`config.mk`:
```
export PLATFORM = sky130hd
export DESIGN_NAME = uart_tx
export DESIGN_NICKNAME = d
export VERILOG_FILES = /design/src/rtl/uart_tx.sv
export SDC_FILE = /design/constraint.sdc
export NUM_CORES = 1
export LEC_CHECK = 0
export ABC_AREA = 0
export CORE_MARGIN = 2
export CORE_UTILIZATION = 54
export DETAILED_ROUTE_END_ITERATION = 6
export PLACE_DENSITY = 0.77
export RECOVER_POWER = 100
export SLEW_MARGIN = 25
export SYNTH_ARGS = -nofsm -noshare
export SYNTH_HDL_FRONTEND = slang
export SYNTH_SLANG_ARGS = --single-unit
```
`constraint.sdc`:
```
create_clock -name CLK -period 2.6 [get_ports CLK]
set_input_delay 0.52 -clock CLK [delete_from_list [all_inputs] [get_ports CLK]]
set_output_delay 0.52 -clock CLK [all_outputs]
set_load 0.005 [all_outputs]
```
`src/rtl/uart_tx.sv`:
```
`default_nettype none
// ============================================================================
// Module      : uart_tx
// Description : 8N1 UART transmitter with a valid/ready byte interface.
//               A byte is accepted on any rising edge where TX_VALID and
//               TX_READY are both high. The start bit is registered on that
//               same edge, followed by eight data bits (LSB first) and one
//               stop bit, each exactly CLKS_PER_BIT clocks long.
//
// Parameters  : CLKS_PER_BIT - CLK cycles per bit time (>= 2)
//
// Ports       : CLK       in   single clock, rising edge
//               nRST      in   asynchronous active-low reset
//               TX_DATA   in   [7:0] byte to send, sampled on accept
//               TX_VALID  in   source presents a byte
//               TX_READY  out  transmitter idle, can accept this cycle
//               BUSY      out  frame in progress (inverse of TX_READY)
//               UART_TX   out  registered serial line, idles high
//
// Revision    : 1.0 - initial release
// ============================================================================
module uart_tx #(
    parameter int CLKS_PER_BIT = 868
) (
    input  logic       CLK,
    input  logic       nRST,
    input  logic [7:0] TX_DATA,
    input  logic       TX_VALID,
    output logic       TX_READY,
    output logic       BUSY,
    output logic       UART_TX
);

    // ------------------------------------------------------------------------
    // Constants
    // ------------------------------------------------------------------------
    localparam int                  c_BAUD_W    = $clog2(CLKS_PER_BIT);
    localparam logic [c_BAUD_W-1:0] c_BAUD_LAST = c_BAUD_W'(CLKS_PER_BIT - 1);
    localparam logic [c_BAUD_W-1:0] c_BAUD_ONE  = c_BAUD_W'(1);

    localparam logic [1:0] c_ST_IDLE  = 2'd0;
    localparam logic [1:0] c_ST_START = 2'd1;
    localparam logic [1:0] c_ST_DATA  = 2'd2;
    localparam logic [1:0] c_ST_STOP  = 2'd3;

    // ------------------------------------------------------------------------
    // State
    // ------------------------------------------------------------------------
    logic [1:0]          r_state;
    logic [c_BAUD_W-1:0] r_baud;
    logic [2:0]          r_bit;
    logic [7:0]          r_shift;
    logic                r_tx;

    logic [1:0]          w_state;
    logic [c_BAUD_W-1:0] w_baud;
    logic [2:0]          w_bit;
    logic [7:0]          w_shift;
    logic                w_tx;
    logic                w_baud_done;

    // Last clock of the current bit time.
    assign w_baud_done = (r_baud == c_BAUD_LAST);

    // ------------------------------------------------------------------------
    // State register. Reset drives the line high immediately, truncating any
    // frame in flight and discarding the latched byte.
    // ------------------------------------------------------------------------
    always_ff @(posedge CLK or negedge nRST) begin
        if (!nRST) begin
            r_state <= c_ST_IDLE;
            r_baud  <= '0;
            r_bit   <= '0;
            r_shift <= '0;
            r_tx    <= 1'b1;
        end else begin
            r_state <= w_state;
            r_baud  <= w_baud;
            r_bit   <= w_bit;
            r_shift <= w_shift;
            r_tx    <= w_tx;
        end
    end

    // ------------------------------------------------------------------------
    // Next-state logic
    // ------------------------------------------------------------------------
    always_comb begin
        w_state = r_state;
        w_baud  = r_baud;
        w_bit   = r_bit;
        w_shift = r_shift;

        case (r_state)
            c_ST_IDLE: begin
                // Baud counter stays parked in idle; it starts from zero
                // on the accepting edge.
                if (TX_VALID) begin
                    w_state = c_ST_START;
                    w_shift = TX_DATA;
                    w_bit   = '0;
                    w_baud  = '0;
                end
            end

            c_ST_START: begin
                if (w_baud_done) begin
                    w_baud  = '0;
                    w_state = c_ST_DATA;
                end else begin
                    w_baud = r_baud + c_BAUD_ONE;
                end
            end

            c_ST_DATA: begin
                if (w_baud_done) begin
                    w_baud  = '0;
                    w_shift = {1'b0, r_shift[7:1]};
                    if (r_bit == 3'd7) begin
                        w_state = c_ST_STOP;
                    end else begin
                        w_bit = r_bit + 3'd1;
                    end
                end else begin
                    w_baud = r_baud + c_BAUD_ONE;
                end
            end

            c_ST_STOP: begin
                if (w_baud_done) begin
                    w_baud  = '0;
                    w_state = c_ST_IDLE;
                end else begin
                    w_baud = r_baud + c_BAUD_ONE;
                end
            end

            default: begin
                w_state = c_ST_IDLE;
            end
        endcase
    end

    // ------------------------------------------------------------------------
    // Line level is derived from the state being entered, so the start bit
    // appears on the accepting edge itself and each data bit appears on the
    // edge that shifts it into position 0.
    // ------------------------------------------------------------------------
    always_comb begin
        w_tx = 1'b1;
        case (w_state)
            c_ST_START: w_tx = 1'b0;
            c_ST_DATA:  w_tx = w_shift[0];
            default:    w_tx = 1'b1;
        endcase
    end

    assign TX_READY = (r_state == c_ST_IDLE);
    assign BUSY     = ~TX_READY;
    assign UART_TX  = r_tx;

endmodule
`default_nettype wire

```
Word level (Yosys, flattened, before mapping)
Cells that the tools add are included.

storage, ports and cells
  bits in registers = 24
  logic and storage cells = 41
  bits of input ports = 11
  output and inout bits = 3

operators by class
  multiplexer cells = 17
  bitwise operators = 1
  reductions and logical operators = 5
  equality and inequality tests = 10
  $add $sub $neg = 2

operators with widths
  kind                                                                   number
  10-bit two-way mux                                                     2
  10-bit one-hot mux with 2 select lines                                 1
  8-bit two-way mux                                                      2
  8-bit one-hot mux with 2 select lines                                  1
  10-bit by 1-bit adder with 10-bit output, second input constant        1
  10-bit equality test, second input constant                            1
  2-bit two-way mux                                                      5
  3-bit two-way mux                                                      3
  2-bit one-hot mux with 4 select lines                                  1
  2-bit equality test, second input constant                             3
  2-bit inequality test, second input constant                           3
  3-bit one-hot mux with 2 select lines                                  1
  2-bit by 1-bit equality test with 1-bit output, second input constant  2
  4-bit AND reduction                                                    1
  3-bit by 1-bit adder with 3-bit output, second input constant          1
  3-bit equality test, second input constant                             1
  3-bit AND reduction                                                    1
  3-bit OR reduction                                                     1
  2-bit logical NOT                                                      1
  1-bit one-hot mux with 2 select lines                                  1
  2-bit nonzero test                                                     1
  1-bit NOT                                                              1

Depth between registers and ports, before layout
  depth after elaboration = 6
  mapped depth = 7

Worst setup path after synthesis
No wires, ideal clock.

  kind = register to register
  start point = register r_baud[0]
  end point = register r_bit[0]
  slack = 0.549 ns
  arrival time = 1.926 ns
  stages on the path, launching flop included = 6
  period minus slack after synthesis = 2.051 ns
  cells stage by stage = dfrtp_1 > ha_1 > or4b_4 > nor4_4 > o22ai_2 > mux2_4

between the ends
  cells in the longest elaborated chain, start to end = 3

RTL lines
  what                                    RTL line  RTL
  start: declaration                      50        logic [c_BAUD_W-1:0] r_baud;
  start signal: assignment                78        r_baud <= w_baud;
  10-bit equality test                    63        assign w_baud_done = (r_baud == c_BAUD_LAST);
  2-bit inequality test (no source line)  -
  4-bit AND reduction (no source line)    -
  end signal: assignment                  79        r_bit <= w_bit;
  end: declaration                        51        logic [2:0] r_bit;

Every way passes these cells.
A chain may end at the register's enable or synchronous reset.

Worst setup path in the final report
  start point = register r_state[1]
  end point = output TX_READY

between the ends
  cells in the longest elaborated chain, start to end = 1

RTL lines
  what                      RTL line  RTL
  start: declaration        49        logic [1:0] r_state;
  start signal: assignment  71        r_state <= c_ST_IDLE;
  start signal: assignment  77        r_state <= w_state;
  2-bit logical NOT         158       assign TX_READY = (r_state == c_ST_IDLE);
  end: declaration          29        output logic TX_READY,

Every way passes these cells.

==> results <==
- The flow ran to the end, and the final reports show no timing, DRC or antenna violations.
- The number of global-route vias before repair was 952.
- For the worst flop-to-flop path, the logic depth is 5.
- Cell internal power was estimated by the tool at roughly 610 uW.
- The number of different library cells in the post-synthesis netlist is 41.
- The root buffer selected by CTS is sky130_fd_sc_hd__clkbuf_4.
- The last weighted congestion value of the routability-driven placer is 0.878.
- Summing the sequential cell areas from Yosys gives roughly 49% of the chip area.
- Entering global routing, the biggest net connects 25 pins.
- After global routing the overflow that remains totals 0.
- For hold timing, the worst endpoint is r_shift[7].
- The top cell types in the final layout, fill and taps aside, are sky130_fd_sc_hd__dfrtp_1, sky130_fd_sc_hd__clkdlybuf4s50_1, sky130_fd_sc_hd__o21ai_0, sky130_fd_sc_hd__nand2_1, sky130_fd_sc_hd__and3_1.
- The worst-case register-to-register setup slack is approximately 0.23 ns.
- The number of clock sinks is 24.
- The average wire length per cell after detail routing is 15.5 um.
- The die outline area is 2680 um^2.
- The hold buffer count at CTS is 0.
- The repair_antennas step left the layout with diodes totalling 0.
- The area inside the core boundary is ~2200 um^2.
- The number of top-level pins is 14.
- Summed over all cells, the static leakage comes to 0.000630 uW.
- The final-report max-slew violation count was 0.
- The total clock buffers created by CTS is 3.
- For this run, asynchronously set or reset flops after synthesis account for 100%.
- Using the TritonRoute via totals, the vias-per-cell ratio works out to just over 6.
- The worst hold path belongs to the class reg -> reg.
- The final count of hold timing violations is 0.
- Sequential cells burn 59.6% of the power.
- The library cell used most frequently in the layout, excluding fill and tap cells, is sky130_fd_sc_hd__dfrtp_1.
- In this run the most critical hold path is launched from r_shift[7].
- Derived from the worst setup path, the maximum achievable clock frequency is about 0.41 GHz.
- In this run the power density over the cells is ~640 nW/um^2.
- The number of levels in the clock H-tree is 1.
- The starting density of the core is 56.3%.
- Across the routed clock network, the largest skew measured is 0.0130 ns.
- In this run switching power makes up 32.4% of total power.
- The endpoint identified for the worst register-to-register timing path is r_shift[6].
- Summed over all nets, the half-perimeter wirelength after detailed placement is between 1500 and 2000 um.
- Clock latency on the worst-skew pair, taken at its later pin, is 0.32 ns.
- The critical-path maximum fanout is 11.
- The kind of critical path is reg -> out.
- The data arrival at the endpoint of the critical path is 1.95 ns.
- The number of antenna violations at the first check in global routing was 0.
- The number of placed instances, taps included, is 158.
- TritonCTS built the clock tree.
- The height of the die is 51.8 um.
- The clock share of power is between 10% and 20%.
- The setup-violating endpoint count in the final report is 0.
- The slack of the critical path is 0.135 ns.
- During synthesis, Yosys emitted a total of 0 warnings.
- At the pin with the least slew margin, the transition time is between 1 and 1.5 ns.
- The first global-routing pass estimated 4150 um of wire.
- The signal on the critical path passes through or2_2 -> inv_1 -> clkdlybuf4s50_1.
- The number of violations of the max-capacitance limit is 0.
- Setup repair after global routing left no endpoint under its margin.
- In this run the tightest slew margin relative to its limit is 16.4%.
- The width of the chip is 51.8 um.
- For this run, the number of standard cells in the final layout without fillers is around 160.
- The worst path needs 2.47 ns of the cycle, external delays included.
- The critical path required time is 2.08 ns.
- The total negative slack for setup checks is 0 ns.
- The kind of start point of the critical path is a flip-flop.
- The post-route netlist has 4.48% of its cells at a drive strength greater than 1.
- Summed over all nets, the switching power comes to 293 uW.
- The post-cts repair resize count is 0.
- The worst-case IR drop observed on VDD is 0.427 mV.
- In this design, the stage delay of the slowest critical-path cell is 0.56 ns.
- The main flop type after synthesis is sky130_fd_sc_hd__dfrtp_1.
- The number of nets in the final layout is 149.
- For this block, the initial DRC count from the detailed router was 23.
- The routed design has 2510 um of wire.
- Dividing the final minimum period by the clock period gives 94.8%.
- The startpoint identified for the worst register-to-register timing path is r_baud[0].
- The pre-antenna-repair detailed-routing pass consisted of 4 iterations.
- The relative area change from synthesis to final layout is 14.2%.
- The total standard cell area after synthesis is 1230 um^2.
- Before CTS, the worst setup slack after placement is 0.350 ns.
- The number of cells on the worst hold path is 1.
- Yosys mapped a number of flops with a built-in enable equal to 0.
- After clock tree synthesis, the clock-pin slew on the worst setup and hold paths is about 0.13 ns.
- Synthesis produced a netlist whose cell count is 117.
- The via total after detailed routing is 996.
- The detail route stage leaves a number of antenna-violating nets equal to 0.
- Dividing the synthesized area by the synthesized cell count gives between 10 and 15 um^2.
- The synthesized netlist net count is 131.
- The kind of end point of the critical path is a primary output.
- The floorplan has 17 rows.
- Input and output buffers added on the ports amount to 13.
- The all-layer global routing usage is 21.3%.
- For this design, the slowest cell found on the critical path is sky130_fd_sc_hd__clkdlybuf4s50_1.
- Once the clock tree was built, the setup fixing pass inserted 0 buffers.
- The overall power consumption is 904 uW.
- No sink is reached through more buffers than the 2 on the longest clock path.
- The synthesized design contains 24 register bits.
- For this run, design rule violations remaining after detail routing come to 0.
- Of the total power, combinational logic draws 21.6%.
-- layer usage --
metal | GRT usage (%) | routed length [um] | vias to the layer above
li1 | - | - | 478
met1 | 24.3 | 1100 | 484
met2 | 37.8 | 1250 | 23
met3 | 6.03 | 92 | 11
met4 | 7.46 | 60 | 0
met5 | 0 | 0 | -
-- synthesized netlist by cell type (2+ instances only) --
library cell | count | share of area [%]
sky130_fd_sc_hd__a21oi_1 | 3 | 1.2
sky130_fd_sc_hd__a221o_1 | 6 | 4.9
sky130_fd_sc_hd__a22o_1 | 5 | 3.5
sky130_fd_sc_hd__a31oi_1 | 2 | 1.0
sky130_fd_sc_hd__and2_1 | 2 | 1.0
sky130_fd_sc_hd__and3_1 | 7 | 3.5
sky130_fd_sc_hd__clkbuf_1 | 2 | 0.61
sky130_fd_sc_hd__dfrtp_1 | 23 | 47
sky130_fd_sc_hd__ha_1 | 3 | 3.0
sky130_fd_sc_hd__inv_1 | 6 | 1.8
sky130_fd_sc_hd__nand2_1 | 7 | 2.1
sky130_fd_sc_hd__nand3_1 | 4 | 1.6
sky130_fd_sc_hd__nand3b_1 | 2 | 1.2
sky130_fd_sc_hd__nand4_1 | 2 | 1.0
sky130_fd_sc_hd__nor2_1 | 5 | 1.5
sky130_fd_sc_hd__nor2b_1 | 2 | 1.0
sky130_fd_sc_hd__o21ai_0 | 8 | 3.2
sky130_fd_sc_hd__or3_1 | 4 | 2.0
sky130_fd_sc_hd__or4_1 | 2 | 1.2
-- worst max-delay path by stage --
stage	from	to	slack (ns)	cells after the start
floorplan	r_baud[0]	r_bit[0]	0.55	5
global placement	r_baud[0]	r_shift[4]	0.43	5
detailed placement	r_baud[0]	r_shift[6]	0.35	5
CTS	r_state[1]	TX_READY	0.12	3
global route	r_state[1]	TX_READY	0.03	3
finish	r_state[1]	TX_READY	0.13	3
-- cell type report --
type	count	area (um^2)
clock buffers	4	26.3
fillers	192	782
inverters	6	22.5
multi-input cells	85	586
flip-flops and latches	24	602
well taps	28	35.0
repair buffers	15	138
-- critical path: cells and delay by family (launching register included) --
family / cells / cell delay (ns)
flops: 1 / 0.48
simple gates: 1 / 0.36
buf+inv: 2 / 0.79
-- stage by stage --
stage | utilization [%] | hold slack (ns) | area, um^2
after floorplan | - | 0.224 | 1230
after global placement | 64.2 | 0.486 | 1410
after detailed placement | 64.2 | 0.492 | 1410
after CTS | 65.4 | 0.522 | 1430
after global routing | 64.3 | 0.537 | 1410
final | 64.3 | 0.520 | 1410
-- sequential cells by signal, summed over array words and instances (netlist names) --
name	cells
r_state	2
r_shift	8
r_baud	10
UART_TX	1
r_bit	3
-- cells by family after synthesis --
family,synth area share [%]
XOR/XNOR,0.710
buffers and inverters,2.43
multiplexers,2.03
AO/OA/AOI/OAI,19.9
AND/OR/NAND/NOR,23.1
flip-flops,48.8
adder cells (fa/ha/maj),3.04
-- power by group through the flow --
stage	Combinational (uW)	Sequential [uW]	Clock, uW
final	195	539	171
after global routing	224	548	187
after CTS	202	537	174
after detailed placement	200	544	0
after global placement	192	537	0
after floorplan	146	519	0
(Power assumes the default switching activity.)
